<file path="src/rtl/timer_irq_pkg.sv">
// -----------------------------------------------------------------------------
// timer_irq_pkg
//   Shared definitions for the timer interrupt controller slice.
//   - irq_state_t          : handshake FSM state encoding (IDLE/REQUEST/SERVICE)
//   - DEFAULT_TIMER_VECTOR : vector number the controller presents on acknowledge
//   - is_ack()             : true when an acknowledge is actually accepted
// -----------------------------------------------------------------------------
package timer_irq_pkg;

    typedef enum logic [1:0] {
        IDLE    = 2'd0,
        REQUEST = 2'd1,
        SERVICE = 2'd2
    } irq_state_t;

    localparam logic [7:0] DEFAULT_TIMER_VECTOR = 8'h02;

    // An acknowledge only counts while a request is outstanding; stray
    // inta pulses in any other state are dropped.
    function automatic logic is_ack(input irq_state_t state, input logic inta);
        return (state == REQUEST) && inta;
    endfunction

endpackage

</file>
<file path="src/rtl/irq_pend_counter.sv">
// -----------------------------------------------------------------------------
// irq_pend_counter
//   Saturating up/down counter of unserviced timer pulses.
//   Build option: TIMER_IRQ_COALESCE_EN -- when defined the pending state is a
//   single bit (count reads 0 or 1); otherwise a PEND_WIDTH-bit counter.
//
//   Ports:
//     clock    in   system clock, rising edge
//     reset    in   asynchronous, active-high
//     inc      in   one pulse arrived this cycle
//     dec      in   one pending pulse was taken into service this cycle
//     count    out  registered number of pending pulses
//     overflow out  combinational: a pulse is being dropped this cycle
// -----------------------------------------------------------------------------
module irq_pend_counter #(
    parameter int PEND_WIDTH = 4
) (
    input  logic                  clock,
    input  logic                  reset,
    input  logic                  inc,
    input  logic                  dec,
    output logic [PEND_WIDTH-1:0] count,
    output logic                  overflow
);

`ifdef TIMER_IRQ_COALESCE_EN

    logic pending;

    // A pulse arriving together with the acknowledge re-arms the bit, so
    // set has priority over clear.
    always_ff @(posedge clock or posedge reset) begin
        if (reset) begin
            pending <= 1'b0;
        end else if (inc) begin
            pending <= 1'b1;
        end else if (dec) begin
            pending <= 1'b0;
        end
    end

    assign overflow = inc && !dec && pending;

    always_comb begin
        count    = '0;
        count[0] = pending;
    end

`else

    localparam logic [PEND_WIDTH-1:0] MAX_COUNT = '1;

    logic [PEND_WIDTH-1:0] cnt;

    assign overflow = inc && !dec && (cnt == MAX_COUNT);

    // inc and dec together cancel; the zero guard on dec is defensive since
    // an accepted acknowledge always has at least one pulse behind it.
    always_ff @(posedge clock or posedge reset) begin
        if (reset) begin
            cnt <= '0;
        end else if (inc && !dec && (cnt != MAX_COUNT)) begin
            cnt <= cnt + 1'b1;
        end else if (!inc && dec && (cnt != '0)) begin
            cnt <= cnt - 1'b1;
        end
    end

    assign count = cnt;

`endif

endmodule

</file>
<file path="src/rtl/timer_irq_ctrl.sv">
// -----------------------------------------------------------------------------
// timer_irq_ctrl
//   Turns 1-cycle timer pulses into a CPU interrupt request, runs the
//   request / acknowledge / end-of-interrupt handshake, supplies the vector
//   and flags pulses lost to saturation.
//   Build option: TIMER_IRQ_COALESCE_EN (single-bit pending state, see
//   irq_pend_counter).
//
//   Ports:
//     clock          in   system clock, rising edge
//     reset          in   asynchronous, active-high
//     pulse          in   timer pulse, one cycle high per period
//     enable         in   interrupt enable from the CPU control register
//     inta           in   CPU interrupt acknowledge, 1 cycle
//     eoi            in   CPU end-of-interrupt, 1 cycle
//     overrun_clr    in   clears the overrun flag
//     irq            out  interrupt request to the CPU
//     vector         out  vector number, valid only with vector_valid
//     vector_valid   out  1-cycle strobe accompanying vector
//     pending_count  out  number of unserviced pulses
//     overrun        out  sticky: a pulse arrived while pending was saturated
//
//   Handshake: irq rises when a pulse is pending and enable=1. The CPU answers
//   with a 1-cycle inta while irq=1; that cycle irq drops, vector/vector_valid
//   strobe for exactly one cycle and one pending pulse is consumed. The CPU
//   then finishes with a 1-cycle eoi; only after eoi can irq rise again.
//   inta outside a request and eoi outside service are ignored. Dropping
//   enable while requesting withdraws irq and keeps the pulse pending.
//
//   The FSM state is held in the internal signal `state` for observation.
// -----------------------------------------------------------------------------
module timer_irq_ctrl
    import timer_irq_pkg::*;
#(
    parameter int                      VECTOR_WIDTH = 8,
    parameter logic [VECTOR_WIDTH-1:0] TIMER_VECTOR = VECTOR_WIDTH'(DEFAULT_TIMER_VECTOR),
    parameter int                      PEND_WIDTH   = 4
) (
    input  logic                    clock,
    input  logic                    reset,
    input  logic                    pulse,
    input  logic                    enable,
    input  logic                    inta,
    input  logic                    eoi,
    input  logic                    overrun_clr,
    output logic                    irq,
    output logic [VECTOR_WIDTH-1:0] vector,
    output logic                    vector_valid,
    output logic [PEND_WIDTH-1:0]   pending_count,
    output logic                    overrun
);

    irq_state_t state;
    logic       dec;
    logic       overflow;

    assign dec = is_ack(state, inta);

    irq_pend_counter #(
        .PEND_WIDTH (PEND_WIDTH)
    ) u_pend (
        .clock    (clock),
        .reset    (reset),
        .inc      (pulse),
        .dec      (dec),
        .count    (pending_count),
        .overflow (overflow)
    );

    always_ff @(posedge clock or posedge reset) begin
        if (reset) begin
            state        <= IDLE;
            irq          <= 1'b0;
            vector       <= '0;
            vector_valid <= 1'b0;
            overrun      <= 1'b0;
        end else begin
            // Vector is a strobe: it returns to zero unless re-loaded below.
            vector_valid <= 1'b0;
            vector       <= '0;

            // A fresh overflow beats a clear in the same cycle.
            if (overflow) begin
                overrun <= 1'b1;
            end else if (overrun_clr) begin
                overrun <= 1'b0;
            end

            case (state)
                // Looks at the registered count, which adds one cycle of
                // latency from pulse to irq.
                IDLE: begin
                    if (enable && (pending_count != '0)) begin
                        state <= REQUEST;
                        irq   <= 1'b1;
                    end
                end
                // inta has priority over a simultaneous enable drop.
                REQUEST: begin
                    if (inta) begin
                        state        <= SERVICE;
                        irq          <= 1'b0;
                        vector       <= TIMER_VECTOR;
                        vector_valid <= 1'b1;
                    end else if (!enable) begin
                        state <= IDLE;
                        irq   <= 1'b0;
                    end
                end
                // enable is deliberately ignored until the CPU signals eoi.
                SERVICE: begin
                    if (eoi) begin
                        state <= IDLE;
                    end
                end
                default: begin
                    state <= IDLE;
                    irq   <= 1'b0;
                end
            endcase
        end
    end

endmodule

</file>
<file path="config.mk">
export PLATFORM = sky130hd
export DESIGN_NAME = timer_irq_ctrl
export DESIGN_NICKNAME = d
export VERILOG_FILES = /design/src/rtl/timer_irq_pkg.sv /design/src/rtl/irq_pend_counter.sv /design/src/rtl/timer_irq_ctrl.sv
export SDC_FILE = /design/constraint.sdc
export NUM_CORES = 1
export LEC_CHECK = 0
export ABC_AREA = 1
export CAP_MARGIN = 15
export CORE_AREA = 2 2 39 41
export CTS_BUF_LIST = sky130_fd_sc_hd__clkbuf_8
export DETAILED_ROUTE_END_ITERATION = 10
export DIE_AREA = 0 0 41 43
export DONT_BUFFER_PORTS = 1
export PLACE_DENSITY_LB_ADDON = 0.15
export REMOVE_ABC_BUFFERS = 1
export SLEW_MARGIN = 15
export SYNTH_ARGS = -nofsm -noshare
export SYNTH_HDL_FRONTEND = slang
export SYNTH_SLANG_ARGS = --single-unit
</file>
<file path="constraint.sdc">
create_clock -name clock -period 2.6 [get_ports clock]
set_input_delay 0.52 -clock clock [delete_from_list [all_inputs] [get_ports clock]]
set_output_delay 0.52 -clock clock [all_outputs]
set_load 0.01 [all_outputs]
</file>
== After elaboration in Yosys (flattened, before gate mapping) ==
Cells that the tools add are included.
Storage, ports and cells
  bits in registers: 17
  bits in latches: 0
  bits in writable memories: 0
  memory bits (read-only): 0
  word-level logic and storage cells: 48
  memories kept: 0
Cells by class
  $add $sub $neg: 2
  multipliers: 0
  divide/modulo/power cells: 0
  magnitude comparators: 0
  equal/unequal tests: 7
  shifts and indexed selects: 0
  mux-type cells: 17
  bitwise gates (word level): 1
  reductions and logical operators: 15
Operators with widths (count)
  2-bit two-way mux: 6
  4-bit two-way mux: 2
  1-bit logical AND: 7
  1-bit two-way mux: 7
  2-bit case mux with 3 select lines: 1
  3-bit AND reduction: 2
  4-bit by 1-bit adder with 4-bit output, second input constant: 1
  4-bit == test, second input constant: 1
  2-bit != test, second input constant: 2
  4-bit != test, second input constant: 1
  2-bit nonzero test: 2
  4-bit nonzero test: 1
  4-bit by 1-bit subtractor with 4-bit output, second input constant: 1
  3-bit != test, second input constant: 1
  1-bit case mux with 3 select lines: 1
  2-bit by 1-bit == test with 1-bit output, second input constant: 1
  2-bit == test, second input constant: 1
  1-bit logical NOT: 2
  2-bit logical NOT: 1
  1-bit inverter: 1

== Depth between registers and ports, before layout ==
Gate-level depths: netlist of the first run.
  depth in word-level cells: 6
  gate-level depth with buffers: 13

== By module ==
From an unflattened synthesis of the first run, not the netlist that was laid out.
Unflattened totals
  cells, all modules: 87
  area, all modules: 633.1 sq um
Modules (own cells, without submodules)
  irq_pend_counter: instances 1, cells an instance 48, area an instance 336.6 sq um
  timer_irq_ctrl: instances 1, cells an instance 39, area an instance 296.5 sq um

== Worst setup path after synthesis of the first run ==
Ideal clock, no wire load.
  path kind: register to register
  from: register u_pend.cnt[0] (netlist: u_pend.count[0])
  to: register u_pend.cnt[3] (netlist: u_pend.count[3])
  library setup time: 0.118 ns
  arrival time: 1.636 ns
  required time: 2.482 ns
  setup slack: 0.846 ns
  cell stages (with the launch flop): 14
  period minus slack after synthesis: 1.754 ns
  cell sequence: dfrtp_1 nand2_1 inv_1 nand2_1 nand3_2 ha_1 nand2_1 inv_1 nand2_1 nand3_1 nand2_1 nand3_1 nand2_1 nand2_1
Between the ends
  longest elaborated chain between the ends: 3
  elaborated cells on any way between the ends: 9
Ends and longest elaborated chain
  start, declared: line irq_pend_counter.sv:53  | logic [PEND_WIDTH-1:0] cnt;
  start signal, assigned: line irq_pend_counter.sv:63  | cnt <= cnt + 1'b1;
  start signal, assigned: line irq_pend_counter.sv:65  | cnt <= cnt - 1'b1;
  4-bit by 1-bit subtractor with 4-bit output (tied with other cells): line irq_pend_counter.sv:65
  4-bit two-way mux (tied with other cells): line irq_pend_counter.sv:64  | end else if (!inc && dec && (cnt != '0)) begin
  4-bit two-way mux / 2-bit nonzero test (equally long branches)
Several ways; a longest one is shown, not always the timed one. The select of a mux whose other input is x is not followed.
A chain may end at the register's enable or synchronous reset.

== Worst setup path after layout of the first run ==
Same ends and word-level chain as after synthesis.

==> flow_summary.yaml, run 1 <==
clock_tree:
  clk_pin_slew_ps: 50
  cts_tree: "done"
  cts_buffers: 3
  postCtsSetupBuffers: 0
  h-tree-depth: 1
  clkSinkCount: 9
  clock_latency_ps: 230
  clockBufferDepth: 2
  ctsHoldBuffers: 0
  root_buffer: "clkbuf_8"
  cts-resized-gates: 0
floorplan:
  die_h_um: 43
  coreArea_um2: 1380
  start_util: 0.445
  pin_count: 22
  rows: 14
  die_x_um: 41
  die_area_um2: 1760
setup_path:
  criticalPathCategory: "reg -> reg"
  r2r_setup_slack_ps: 680
  crit_buf_inv: 2
  path_max_fanout: 7
  crit_slowest_cell: "dfrtp_1"
  arrival_ps: 2040
  crit_path_end_kind: "flop"
  start_kind: "flop"
  r2r_end: "u_pend.count[3]"
  worstPathRequired_ps: 2720
  critical_path.max_stage_delay_ps: 490
  r2r-start: "u_pend.count[0]"
  path_cells: "nand2_1, inv_1, nand2_1, nand3_2, ha_1, nand2_1, inv_1, nand2_1, nand3_1, nand2_1, nand3_1, nand2_1, nand2_1"
  ff2ff_path_depth: 13
  cp_top_family: "simple AND/OR/NAND/NOR gates"
  cpMostUsedCell: "nand2_1"
sta:
  layout_setup_ws_ps: 679
  skew_ps: 2.30
  fin_tns_setup_ps: 0
  slew_violations: 0
  min_period_ps: 1920
  hold_viol_final: 0
  final.period_utilization: 0.739
  setup_viol: 0
  fmax_mhz: 521
  rsz0062_at_grt: "no"
route:
  dr.pass1.iters: 2
  drt-initial-drc-count: 4
  totalWireLength_um: 953
  drc: 0
  drtAntennaViolNets: 0
  avgRoutedWirePerCell_um: 10.1
  vias: 444
  vias_per_cell: 4.72
run_status:
  run_status: "finished, final reports clean"
pwr:
  vdd_drop_max_mv: 0.474
  power.density_nw_per_um2: 1230
  sw_frac_of_total: 0.442
  p_sw_uw: 351
  comb_power_share: 0.403
  p_int_uw: 444
  power.share.clock: 0.202
  p_leak_nw: 0.350
  power_frac_seq: 0.394
synth:
  ys_seq_elements: 9
  ys_warn_count: 0
  syn-instance-count: 76
  syn_area_um2: 616
  synth_cell_types: 24
  synth_top_area_share: 0.366
  synthTopCellsByArea: "dfrtp_1 37%, nand2_1 10%, buf_4 9.8%"
  synth_area_leader_cell: "dfrtp_1"
  syn_area_per_cell_um2: 8.10
  seq_area_frac_synth: 0.366
job:
  cap_violations: 0
cells_and_area:
  final_common_cell: "nand2_1"
  final_cell_mix: "17 x nand2_1, 11 x inv_1, 9 x dfrtp_1, 7 x conb_1, 6 x nor2_1"
  final_net_count: 89
  drive_above_1_share: 0.128
  antennaDiodeCount: 0
  n_fill_cell: 149
  area_growth_pct: 4.67
global_routing:
  grt_overflow_total: 0
  grt_pass1_vias: 410
  grt_pass1_wl_um: 1540
  grt_usage: 0.137
  grt_start_max_net_pins: 10
  antenna_found_initial: 0
hold_path:
  hp-class: "in -> async"
placed_design:
  place.gp.congestion: 0.715
  place.port_buffers: 0
  dp_slack_ps: 668
  hpwl_um: 772
==> through the flow <==
stage          power [mW]  hold WS [ps]  instance area [um^2]  instances  utilization
2_1_floorplan       0.581           348                   578         74            -
3_3_place_gp        0.639           393                   598         90        0.432
3_5_place_dp        0.644           392                   598         90        0.432
4_1_cts             0.810           140                   644         94        0.466
5_1_grt             0.876           155                   644         94        0.466
6_report            0.796           130                   644         94        0.466
==> per-layer routing <==
metal | track usage | wire length, um | vias up
met4 | 0.140 | 44 | 0
met1 | 0.140 | 390 | 200
li1 | - | - | 227
met3 | 0.0419 | 50 | 5
met2 | 0.200 | 468 | 12
met5 | 0 | 0 | -
==> Yosys cell counts <==
library cell / n
nand2_1: 17
inv_1: 11
dfrtp_1: 9
buf_4: 8
nor2_1: 6
nand3_1: 4
a21oi_1: 2
ha_1: 2
nand4_1: 2
a21boi_1: 1
conb_1: 1
fa_1: 1
inv_2: 1
nand2_2: 1
nand2_4: 1
nand3_2: 1
nand3_4: 1
nor2_4: 1
o211ai_1: 1
o21ai_1: 1
o22ai_1: 1
o31ai_1: 1
xnor2_1: 1
xor2_1: 1
==> state kept, by name (all words and copies together), names as in the netlist <==
| name | flops |
|---|---|
| irq | 1 |
| overrun | 1 |
| state | 2 |
| u_pend.count | 4 |
| vector | 1 |
==> cell families after synthesis <==
logic type      after synthesis  synth area share
buf+inv                      20             0.171
other cells                   1           0.00609
xor+xnor                      2            0.0285
simple gates                 34             0.285
fa+ha+maj                     3            0.0732
flops                         9             0.366
compound gates                7            0.0712
==> worst register-to-register path, cell delays in order, from the launching register on <==
cell	delay [ps]
dfrtp_1	490
nand2_1	130
inv_1	40
nand2_1	90
nand3_2	170
ha_1	370
nand2_1	80
inv_1	50
nand2_1	50
nand3_1	70
nand2_1	80
nand3_1	80
nand2_1	60
nand2_1	50
==> power groups by stage <==
stage | combinational [mW] | sequential (mW) | clock (mW)
after detailed placement | 0.326 | 0.318 | 0
after CTS | 0.329 | 0.315 | 0.166
after global routing | 0.374 | 0.327 | 0.175
final | 0.321 | 0.314 | 0.161
after floorplan | 0.285 | 0.297 | 0
after global placement | 0.322 | 0.317 | 0
==> layout make-up <==
type	instances	area, um^2	share of cell area
clock buffers	3	41.3	0.0641
clock inverters	1	5.00	0.00777
inverters	12	45.0	0.0699
multi-input cells	53	308	0.478
flip-flops and latches	9	225	0.350
well taps	16	20.0	0.0311
==> worst max path at each step <==
stage	slack, ps	start	cells after the start	endpoint
after floorplan	850	u_pend.count[0]	13	u_pend.count[3]
after global placement	700	u_pend.count[0]	13	u_pend.count[3]
after detailed placement	670	u_pend.count[0]	13	u_pend.count[3]
after CTS	650	u_pend.count[0]	13	u_pend.count[3]
after global routing	500	u_pend.count[0]	13	u_pend.count[3]
final	680	u_pend.count[0]	13	u_pend.count[3]
Note: power is estimated with default switching activity, not from simulation.
==> inputs of run 2 (changes only) <==
==> constraint.sdc (replaced) <==
create_clock -name clock -period 1.6 [get_ports clock]
set_input_delay 0.32 -clock clock [delete_from_list [all_inputs] [get_ports clock]]
set_output_delay 0.32 -clock clock [all_outputs]
set_load 0.01 [all_outputs]
==> flow_summary.yaml, run 2 (synthesized netlist as in run 1, its figures left out) <==
hold_path:
  hp-class: "in -> reg"
sta:
  skew_ps: 3.70
  setup_viol: 0
  layout_setup_ws_ps: 86.2
  slew_violations: 0
  min_period_ps: 1510
  final.period_utilization: 0.946
  fmax_mhz: 661
  fin_tns_setup_ps: 0
  hold_viol_final: 0
  rsz0062_at_grt: "yes"
setup_path:
  crit_path_end_kind: "flop"
  path_cells: "nand2_2, inv_1, nand2_2, nand3_4, buf_6, fa_2, xnor2_1, a21oi_1"
  path_depth: 8
  path_max_fanout: 3
  critPathLaunch: "u_pend.count[0]"
  cpMostUsedCell: "nand2_2"
  crit_buf_inv: 2
  critical_path.max_stage_delay_ps: 380
  arrival_ps: 1630
  start_kind: "flop"
  r2r_setup_slack_ps: 90
  r2r-start: "u_pend.count[0]"
  ff2ff_path_depth: 8
  crit_slowest_cell: "dfrtp_1"
  r2r_end: "u_pend.count[2]"
  crit_end: "u_pend.count[2]"
  worstPathRequired_ps: 1710
  criticalPathCategory: "reg -> reg"
  cp_top_family: "flip-flops"
pwr:
  p_leak_nw: 0.422
  finalPower_mw: 1.66
  vdd_drop_max_mv: 0.924
  power.density_nw_per_um2: 2050
clock_tree:
  clockBufferDepth: 2
  cts_tree: "done"
  cts_buffers: 3
  clk_pin_slew_ps: 40
  clkSinkCount: 9
  root_buffer: "clkbuf_8"
  h-tree-depth: 1
  clock_latency_ps: 230
floorplan:
  start_util: 0.445
  pin_count: 22
  die_area_um2: 1760
  die_x_um: 41
  die_h_um: 43
  rows: 14
  coreArea_um2: 1380
global_routing:
  grt_usage: 0.164
  grt_pass1_vias: 499
  grt_start_max_net_pins: 10
  antenna_found_initial: 0
  grt_overflow_total: 0
  grt_pass1_wl_um: 1880
cells_and_area:
  final_cells: 109
  final_cell_mix: "13 x buf_4, 12 x nand2_1, 10 x inv_1, 9 x dfrtp_1, 7 x conb_1"
  area_growth_pct: 31.5
  drive_above_1_share: 0.355
  largest_reg_flops: 4
  final_net_count: 104
  final_common_cell: "buf_4"
  antennaDiodeCount: 0
placed_design:
  hpwl_um: 902
  dp_cells: 99
  place.port_buffers: 0
  dp_slack_ps: -31.9
  place.gp.congestion: 0.766
route:
  dr.pass1.iters: 4
  drt-initial-drc-count: 4
  drtAntennaViolNets: 0
  vias: 512
  drc: 0
  avgRoutedWirePerCell_um: 10.8
  totalWireLength_um: 1170
  vias_per_cell: 4.70
run_status:
  run_status: "finished, final reports clean"
job:
  cap_violations: 0
## run 2: how the worst min path moves through the flow
stage	slack [ps]	from	to	depth (start not counted)
5_1_grt	180	eoi	state[1]	1
3_3_place_gp	200	reset	vector[1]	1
3_5_place_dp	200	reset	u_pend.count[0]	1
2_1_floorplan	150	reset	irq	1
4_1_cts	180	eoi	state[1]	1
6_report	180	eoi	state[1]	1
## run 2: final cells by class
type                    instances  area [um^2]
flip-flops and latches          9          225
clock inverters                 1         3.75
fillers                       132          574
repair buffers                 15          119
well taps                      16         20.0
multi-input cells              53          355
clock buffers                   3         41.3
inverters                      12         45.0
## run 2: worst register-to-register path: cells and delay by family (launching register included)
kind,cells,cell delay (ps)
buf+inv,2,190
fa+ha+maj,1,320
simple gates,3,270
flops,1,380
xor+xnor,1,160
compound gates,1,80
## run 2: power by group
part / internal, mW / total [mW] / switching, mW / leakage (nW)
Clock: 0.167 / 0.256 / 0.0890 / 0.0269
Combinational: 0.481 / 0.993 / 0.513 / 0.285
Sequential: 0.331 / 0.412 / 0.0807 / 0.111
## run 2: metrics by stage
step                hold slack [ps]  instance area, um^2  utilization
floorplan                       148                  578            -
global placement                201                  666        0.481
detailed placement              202                  666        0.481
CTS                             181                  769        0.556
global route                    177                  810        0.585
finish                          181                  810        0.585
## run 2: metal layers
| metal | share of wire | global-route usage | vias to the layer above |
|---|---|---|---|
| li1 | - | - | 262 |
| met2 | 0.54 | 0.263 | 12 |
| met5 | 0 | 0 | - |
| met3 | 0.035 | 0.0157 | 5 |
| met1 | 0.38 | 0.180 | 233 |
| met4 | 0.042 | 0.140 | 0 |
## run 2: timing repair
item                                   4_1_cts  5_1_grt
buffers inserted                             1        4
pin swaps                                    1       12
hold buffers                                 1        0
endpoints found under the hold margin        9        0
gates resized for setup                      6        6
setup endpoints to repair                    2        3
